==> config.mk <==
export PLATFORM = sky130hd
export DESIGN_NAME = bg_image_writer_flat
export DESIGN_NICKNAME = d
export VERILOG_FILES = /design/src/rtl/bg_image_writer_if.sv /design/src/rtl/bg_image_writer.sv /design/src/flat_wrapper.sv
export SDC_FILE = /design/constraint.sdc
export NUM_CORES = 1
export LEC_CHECK = 0
export ABC_AREA = 1
export CAP_MARGIN = 20
export CORE_MARGIN = 2
export CORE_UTILIZATION = 25
export CTS_CLUSTER_DIAMETER = 30
export CTS_CLUSTER_SIZE = 24
export DETAILED_ROUTE_END_ITERATION = 10
export SKIP_LAST_GASP = 1
export SYNTH_ARGS = -nofsm -noshare
export SYNTH_HDL_FRONTEND = slang
export SYNTH_SLANG_ARGS = --single-unit
==> constraint.sdc <==
create_clock -name pix_clk -period 1.9 [get_ports pix_clk]
set_input_delay 0.38 -clock pix_clk [delete_from_list [all_inputs] [get_ports pix_clk]]
set_output_delay 0.38 -clock pix_clk [all_outputs]
set_load 0.1 [all_outputs]
==> src/rtl/bg_image_writer_if.sv <==
// bg_image_writer_if: byte stream in, RGB565 RAM write port out
interface bg_image_writer_if;
  logic [7:0]  in_byte;
  logic        in_valid;
  logic        in_ready;
  logic [16:0] mem_addr;
  logic [15:0] mem_wdata;
  logic        mem_we;
  modport master (output in_byte, in_valid, input in_ready, mem_addr, mem_wdata, mem_we);
  modport slave  (input in_byte, in_valid, output in_ready, mem_addr, mem_wdata, mem_we);
endinterface

==> src/rtl/bg_image_writer.sv <==
// bg_image_writer: packs byte pairs into RGB565 words and writes one image to RAM outside bright
module bg_image_writer #(
  parameter int          BG_WIDTH  = 180,
  parameter int          BG_HEIGHT = 180,
  parameter logic [16:0] BASE_ADDR = 17'd5120
) (
  input  logic               pix_clk,
  input  logic               rst_n,
  input  logic               start,
  input  logic               bright,
  bg_image_writer_if.slave   bus,
  output logic               busy,
  output logic               done,
  output logic [15:0]        pixel_count
);
  localparam logic [15:0] LAST = 16'(BG_WIDTH * BG_HEIGHT - 1);
  typedef enum logic [2:0] {IDLE, HI, LO, WR, DONE} state_t;
  state_t      state_q, state_d;
  logic [15:0] pc_q, pc_d, wdata_q, wdata_d;
  logic [16:0] addr_q, addr_d;
  always_ff @(posedge pix_clk or negedge rst_n)
    if (!rst_n) begin
      state_q <= IDLE;
      pc_q    <= '0;
      wdata_q <= '0;
      addr_q  <= BASE_ADDR;
    end else begin
      state_q <= state_d;
      pc_q    <= pc_d;
      wdata_q <= wdata_d;
      addr_q  <= addr_d;
    end
  always_comb begin
    state_d = state_q;
    pc_d    = pc_q;
    wdata_d = wdata_q;
    unique case (state_q)
      IDLE: if (start) begin state_d = HI; pc_d = '0; end
      HI:   if (bus.in_valid) begin state_d = LO; wdata_d[15:8] = bus.in_byte; end
      LO:   if (bus.in_valid) begin state_d = WR; wdata_d[7:0] = bus.in_byte; end
      WR:   if (!bright) begin pc_d = pc_q + 16'd1; state_d = pc_q == LAST ? DONE : HI; end
      default: state_d = IDLE;
    endcase
    // address tracks the count it will be used with, so it is ready in the WR cycle
    addr_d = BASE_ADDR + {1'b0, pc_d};
  end
  assign bus.in_ready  = state_q == HI || state_q == LO;
  assign bus.mem_we    = state_q == WR && !bright;
  assign bus.mem_addr  = addr_q;
  assign bus.mem_wdata = wdata_q;
  assign busy          = state_q == HI || state_q == LO || state_q == WR;
  assign done          = state_q == DONE;
  assign pixel_count   = pc_q;
endmodule

==> src/flat_wrapper.sv <==
// flat-port wrapper written by rule: the top's interface ports become plain ports
module bg_image_writer_flat 
#(
  parameter int          BG_WIDTH  = 180,
  parameter int          BG_HEIGHT = 180,
  parameter logic [16:0] BASE_ADDR = 17'd5120
)
  (pix_clk, rst_n, start, bright, busy, done, pixel_count, bus_in_byte, bus_in_valid, bus_in_ready, bus_mem_addr, bus_mem_wdata, bus_mem_we);
  bg_image_writer_if bus_i ();
  input  logic pix_clk;
  input  logic rst_n;
  input  logic start;
  input  logic bright;
  output logic busy;
  output logic done;
  output logic [15:0] pixel_count;
  input wire logic [$bits(bus_i.in_byte)-1:0] bus_in_byte;
  input wire logic [$bits(bus_i.in_valid)-1:0] bus_in_valid;
  output wire logic [$bits(bus_i.in_ready)-1:0] bus_in_ready;
  output wire logic [$bits(bus_i.mem_addr)-1:0] bus_mem_addr;
  output wire logic [$bits(bus_i.mem_wdata)-1:0] bus_mem_wdata;
  output wire logic [$bits(bus_i.mem_we)-1:0] bus_mem_we;
  assign bus_i.in_byte = bus_in_byte;
  assign bus_i.in_valid = bus_in_valid;
  assign bus_in_ready = bus_i.in_ready;
  assign bus_mem_addr = bus_i.mem_addr;
  assign bus_mem_wdata = bus_i.mem_wdata;
  assign bus_mem_we = bus_i.mem_we;
  bg_image_writer #(.BG_WIDTH(BG_WIDTH), .BG_HEIGHT(BG_HEIGHT), .BASE_ADDR(BASE_ADDR)) u_core (.pix_clk(pix_clk), .rst_n(rst_n), .start(start), .bright(bright), .bus(bus_i), .busy(busy), .done(done), .pixel_count(pixel_count));
endmodule
Word-level counts from Yosys, hierarchy flattened
Index checks and enable logic that the tools add are counted.
{ "classes": {"n_eq_ne": 9, "n_reduce_logical": 8, "n_addsub": 2, "muxes": 9} }
{ "op_table": {"columns": ["operator", "n"], "rows": [
  ["$mux W16", 2],
  ["$pmux W16 S2", 1],
  ["$add A13 B16 Y17 const A", 1],
  ["$add A16 B1 Y16 const B", 1],
  ["$eq A16 B15 Y1 const B", 1],
  ["$mux W3", 5],
  ["$pmux W3 S4", 1],
  ["$ne A2 B2 Y1 const B", 4],
  ["$eq A3 B2 Y1 const B", 2],
  ["$reduce_and A2 Y1", 2],
  ["$reduce_and A4 Y1", 1],
  ["$eq A3 B1 Y1 const B", 1],
  ["$eq A3 B3 Y1 const B", 1],
  ["$logic_not A3 Y1", 1],
  ["$logic_or A1 B1 Y1", 2],
  ["$logic_and A1 B1 Y1", 1],
  ["$logic_not A1 Y1", 1]
]} }
{ "totals": {"ff_bits": 52, "inputBits": 13, "word_cells": 33} }

Depth between registers and ports, before layout
Gate-level depths: netlist of the first run.
{ "logic_depth": {"ltp_word": 4, "depth_mapped": 14, "mapped_depth_nobuf": 14} }

Worst setup path after synthesis of the first run
Ideal clock, no wire load.
{ "synth_timing": {"path_type": "register to output", "start": "register u_core.state_q[1]", "end": "output done", "path_slack_ps": -1031, "arrival_time_ps": 2551, "stages_incl_launch_ff": 2, "required_ps": 1520, "cell_sequence": "dfrtp_1 > nor3_1"} }
{ "synth_via": {"elab_chain_len": 1} }
{ "synth_rtl": {"columns": ["item", "line", "text"], "rows": [
  ["from (decl)", "bg_image_writer.sv:18", "state_t state_q, state_d;"],
  ["from (signal assigned)", "bg_image_writer.sv:28", "state_q <= state_d;"],
  ["$eq A3 B3 Y1", "bg_image_writer.sv:52", "assign done = state_q == DONE;"],
  ["to (decl)", "flat_wrapper.sv:15", "output logic done;"]
]} }
No other way between the ends.

Worst setup path in the final report of the first run
{ "layout_timing": {"start": "register u_core.state_q[0]", "end": "register u_core.addr_q[14] (netlist: u_core.bus.mem_addr[14])"} }
{ "layout_via": {"elab_chain_len": 3, "elab_cells_between_ends": 4, "classes_between": "1 x add/sub; 1 x eq/ne; 1 x mux; 1 x reduce/logical"} }
{ "layout_rtl": {"columns": ["item", "line", "text"], "rows": [
  ["$eq A3 B2 Y1 or $logic_not A3 Y1 (tied branches)", "bg_image_writer.sv:37", "unique case (state_q)"],
  ["$pmux W16 S2 *", "bg_image_writer.sv:37", null],
  ["named net u_core.pc_d[11]", "bg_image_writer.sv:19", "logic [15:0] pc_q, pc_d, wdata_q, wdata_d;"],
  ["$add A13 B16 Y17 *", "bg_image_writer.sv:45", "addr_d = BASE_ADDR + {1'b0, pc_d};"],
  ["named net u_core.addr_d[14]", "bg_image_writer.sv:20", "logic [16:0] addr_q, addr_d;"],
  ["to (signal assigned)", "bg_image_writer.sv:31", "addr_q <= addr_d;"],
  ["to (decl)", "bg_image_writer.sv:20", null]
]} }
The timed path passes the listed nets; every way through them passes the cells marked *.
A chain may end at the register's enable or synchronous reset.

==> results of run 1 <==
-- routing by layer --
metal | global-route usage | share of wire | vias up
li1 | - | - | 1068
met1 | 0.150 | 0.43 | 1005
met2 | 0.194 | 0.49 | 61
met3 | 0.0379 | 0.066 | 7
met4 | 0.0295 | 0.012 | 0
met5 | 0 | 0 | -
-- cells in the final DEF (no fill, tap or decap), drive strengths merged --
| cell type | Yosys | final |
|---|---|---|
| o31ai | 1 | 1 |
| a31oi | 1 | 1 |
| nand3b | 4 | 4 |
| nand4 | 5 | 5 |
| a21oi | 4 | 4 |
| and2 | 1 | 1 |
| nor2 | 24 | 24 |
| o21ai | 26 | 26 |
| clkdlybuf4s50 | 0 | 10 |
| or2 | 1 | 1 |
| dfrtp | 40 | 40 |
| nand3 | 24 | 24 |
| nand2 | 75 | 75 |
| inv | 40 | 40 |
| dfstp | 2 | 2 |
| nor3 | 5 | 5 |
| dlygate4sd2 | 0 | 1 |
| ha | 2 | 2 |
| clkbuf | 2 | 5 |
| o211ai | 1 | 1 |
| and3 | 1 | 1 |
| buf | 12 | 99 |
| bufinv | 0 | 2 |
| a22oi | 1 | 1 |
| clkinv | 0 | 1 |
| xor2 | 2 | 2 |
-- report_power, final --
group | leakage [µW] | internal (µW) | switching, µW
combinational | 0.00120 | 1020 | 2450
sequential | 0.000522 | 1110 | 187
clock | 0.0000683 | 527 | 323
-- final timing paths --
kind,start,to,slack [ps],cells after the start
min in group pix_clk,u_core.bus.mem_wdata[0],u_core.bus.mem_wdata[0],500,2
max,u_core.state_q[0],u_core.bus.mem_addr[14],110,14
max in group asynchronous,rst_n,u_core.bus.mem_wdata[3],1170,2
min,rst_n,async pin,80,1
min reg2reg,u_core.bus.mem_wdata[0],u_core.bus.mem_wdata[0],500,2
max reg2reg,u_core.state_q[0],u_core.bus.mem_addr[14],110,14
-- metrics by stage --
step / instances / hold WS [ps] / power, µW / instance area, µm² / utilization
after floorplan: 274 / 84.4 / 3670 / 2370 / -
after global placement: 453 / 434 / 4660 / 3560 / 0.406
after detailed placement: 453 / 437 / 4700 / 3560 / 0.406
after CTS: 461 / 114 / 5560 / 3700 / 0.422
after global routing: 486 / 125 / 5860 / 3900 / 0.445
final: 486 / 81.5 / 5620 / 3900 / 0.445
-- logic make-up (layout without fill, tap and decap cells) --
logic type	count (synthesis)	count (layout)
compound gates	34	34
xor+xnor	2	2
simple gates	140	140
flops	42	42
fa+ha+maj	2	2
buf+inv	54	158
-- area by class of cell --
class | count | area share
Tap cell | 108 | 0.0346
Multi-Input combinational cell | 178 | 0.262
Clock buffer | 5 | 0.0176
Timing Repair Buffer | 110 | 0.346
Inverter | 40 | 0.0398
Clock inverter | 3 | 0.0176
Sequential cell | 42 | 0.282
-- timing repair --
| action | 4_1_cts | 5_1_grt |
|---|---|---|
| pin swaps | 0 | 3 |
| endpoints found under the setup margin | 2 | 3 |
| hold endpoints to repair | 0 | 0 |
| resized for setup | 2 | 6 |
| setup buffers | 0 | 25 |
==> flow_summary.ini, run 1 <==
[status]
status = completed

[place]
portBuffers = 65
place_congestion = 0.919
dp_hpwl_um = 4400
place_ws_ps = -318

[logic_synthesis]
synth_compound_area_frac = 0.0786
synth_xor_area_frac = 0.00769
synth_enable_flop_cells = 0
synth_async_sr_flop_share = 1.00
synth_area_per_cell_um2 = 8.31
synthAdderAreaFrac = 0.0110
synth_top_area_frac = 0.440
synth_mux_area_frac = 0
synthSimpleGateAreaFrac = 0.326
synth_seq_cells = 42
synth_area_um2 = 2280
synth_commonest_cells = nand2_1 (60), dfrtp_1 (40), inv_1 (33)
synth_top_area_cell = dfrtp_1
ys_seq_area_frac = 0.463
ys_warn_count = 0
ys_types = 31
syn_nets = 289
netlist_top_cells_area = dfrtp_1 (44%), nand2_1 (9.9%), o21ai_0 (5.7%), inv_1 (5.4%), nand3_1 (3.5%)
syn_inst = 274
ys.flop_type = dfrtp_1
synth_top_family_by_area = simple AND/OR/NAND/NOR gates
yosysMostFrequentCell = nand2_1

[floorplan]
start_util = 0.260
core_area_um2 = 8760
die_w_um = 99.4
die-area_um2 = 9890
fp.dieH_um = 99.4
rows = 34
io_pins = 66

[timing]
max_slew_margin = 0.598
worst_pin_slew_ps = 603
slew_viol_final = 0
fin_skew_ps = 11.1
hold_violations = 0
fmax_mhz = 560
setup_viol = 0
fin_crit_ps = 1790
layout_worst_path_cycle_share = 0.940
fin_tns_setup_ps = 0
setup_slack_ps = 114

[global_route]
grt_usage = 0.118
grt_pass1_vias = 2035
grt_max_degree = 28
overflow = 0
grt_antenna_before_repair = 0
grt_pass1_wl_um = 9490

[clock_network]
clock_latency_ps = 300
clock-root-buffer = clkbuf_8
cts_inserted_buffers = 5
clk_path_buf_depth = 2
holdBufCountCts = 0
clock_sinks = 42
cts_tree = yes
cts_max_level = 2
path_clk_slew_ps = 90

[cells_and_area]
fillCellCount = 854
drive_above_1_share = 0.463
register_area_um2 = 1100
multi_input_area_um2 = 1020
diodes = 0
area_delta_synth_final_pct = 71.3
fin_nets = 392

[setup_path]
path_buf_inv = 3
path_class = flop to flop
cp_common_cell = nand2_2
crit_family = simple AND/OR/NAND/NOR gates
max_stage_delay_ps = 430
cp_max_fo = 6
cp-start-kind = flop
cp.required_ps = 2130
cpMaxStageDelayCell = dfrtp_2
cp.arrival_ps = 2020
end_kind = flop
path_cells = inv_2 -> nor2_4 -> nand2_4 -> nand2_2 -> nand2_2 -> inv_1 -> nand3_2 -> and2_4 -> ha_2 -> inv_1 -> nand2_2 -> nand2_2 -> nand2_1 -> nand2_1

[pwr]
powerDensity_nw_per_um2 = 1440
leakagePower_uw = 0.00179
ir_worst_vdd_mv = 1.13

[detailed_routing]
drc = 0
wl_per_cell_um = 12.0
routed_via_density = 4.41
vias = 2141
drtIter0Drc = 116
drtPass1Iterations = 4
wirelength_um = 5820
final_antenna_net_count = 0

[hold_path]
min_path_type = input port to async pin

[flow_run]
drv_cap = 0
(Power assumes the default switching activity.)
==> inputs of run 2 (changes only) <==
- CORE_UTILIZATION: 25 -> 47
- GPL_TIMING_DRIVEN: default -> 0
- MAX_ROUTING_LAYER: default -> met4
- PLACE_DENSITY: default -> 0.79
==> flow_summary.ini, run 2 (synthesized netlist as in run 1, its figures left out) <==
[setup_path]
path_buf_inv = 1
path_cells = dlygate4sd2_1
crit_family = buffers and inverters
cp.required_ps = 1520
cp_max_fo = 1
max_stage_delay_ps = 860
cp-start-kind = flop
path_class = flop to output pin
end_kind = output pin
cp.arrival_ps = 1500
cpMaxStageDelayCell = dlygate4sd2_1

[floorplan]
start_util = 0.485
fp.dieH_um = 73.6
die_w_um = 73.6
rows = 25
die-area_um2 = 5420
core_area_um2 = 4690
io_pins = 66

[status]
status = completed

[detailed_routing]
drtPass1Iterations = 4
wl_per_cell_um = 13.6
final_antenna_net_count = 0
drtIter0Drc = 127
drc = 0
routed_via_density = 5.00
wirelength_um = 5820
vias = 2136

[timing]
layout_worst_path_cycle_share = 0.988
fmax_mhz = 533
hold_violations = 0
setup_slack_ps = 22.2
fin_crit_ps = 1880
fin_skew_ps = 3.86
slew_viol_final = 0
worst_pin_slew_ps = 966
setup_viol = 0
max_slew_margin = 0.359
rsz0062_at_grt = true
fin_tns_setup_ps = 0

[global_route]
overflow = 0
grt_antenna_before_repair = 0
grt_usage = 0.225
grt_pass1_vias = 1990
grt_pass1_wl_um = 9060
grt_max_degree = 24

[cells_and_area]
layout_common_cells = nand2_1 (55), buf_4 (36), inv_1 (31)
diodes = 0
fillCellCount = 342
drive_above_1_share = 0.442
area_delta_synth_final_pct = 51.1
fin_nets = 387
layout_commonest_cell = nand2_1

[place]
place_congestion = 0.881
portBuffers = 65
dp_hpwl_um = 3970
place_ws_ps = -671

[clock_network]
clk_path_buf_depth = 2
path_clk_slew_ps = 90
clock_sinks = 42
cts_inserted_buffers = 5
cts_tree = yes
clock-root-buffer = clkbuf_8
cts_max_level = 2
holdBufCountCts = 0
clock_latency_ps = 300

[pwr]
leakagePower_uw = 0.00160
ir_worst_vdd_mv = 1.54
powerDensity_nw_per_um2 = 1550

[flow_run]
drv_cap = 0

[hold_path]
min_path_type = input port to async pin
[run 2: changes by cell type in the layout (fill, tap and decap cells not counted), moves of 3 or more]
cell,before,now
clkdlybuf4s15_2,0,28
buf_4,58,36
dlygate4sd2_1,1,5
clkbuf_2,0,14
clkdlybuf4s15_1,0,3
buf_12,40,0
[run 2: timing repair]
action / 4_1_cts / 5_1_grt
pin swaps: 0 / 9
gates resized for setup: 141 / 37
buffers inserted: 3 / 22
endpoints found under the setup margin: 56 / 22
hold endpoints to repair: 0 / 0
[run 2: report_power, final]
part           switching (µW)  internal (µW)
registers                 172           1110
clock network             333            527
logic                    2460            742
total                    2960           2380
[run 2: final timing paths]
check / from / slack [ps] / endpoint / depth (start not counted)
max reg2reg: u_core.state_q[2] / 150 / u_core.bus.mem_addr[14] / 13
min: rst_n / 30 / async pin / 1
min reg2reg: u_core.bus.mem_wdata[12] / 490 / u_core.bus.mem_wdata[12] / 2
min in group pix_clk: u_core.bus.mem_wdata[12] / 490 / u_core.bus.mem_wdata[12] / 2
max in group asynchronous: rst_n / 1370 / u_core.pixel_count[14] / 2
max: u_core.bus.mem_addr[15] / 20 / bus_mem_addr[15] / 1
[run 2: per-layer routing]
layer  part of all wire  up-vias  track usage
met4              0.014        0       0.0606
li1                   -     1057            -
met3              0.063        7       0.0549
met1               0.41      997        0.277
met2               0.51       75        0.369
met5                  0        -            -
[run 2: per-stage QoR]
step | cells | power [µW] | utilization | cell area (µm²) | hold WS (ps)
6_report | 427 | 5350 | 0.733 | 3440 | 32.0
5_1_grt | 427 | 5590 | 0.733 | 3440 | 64.5
4_1_cts | 405 | 5150 | 0.700 | 3290 | 44.7
3_5_place_dp | 394 | 4370 | 0.663 | 3110 | 368
3_3_place_gp | 393 | 4340 | 0.658 | 3090 | 465
2_1_floorplan | 274 | 3670 | - | 2370 | 84.4
[run 2: cell type report]
type | instances | area, µm² | share of cell area
Buffer | 14 | 113 | 0.0327
Clock buffer | 5 | 68.8 | 0.0200
Clock inverter | 3 | 68.8 | 0.0200
Multi-Input combinational cell | 178 | 1060 | 0.308
Timing Repair Buffer | 91 | 805 | 0.234
Sequential cell | 42 | 1100 | 0.320
Inverter | 40 | 160 | 0.0465
Tap cell | 54 | 67.6 | 0.0196
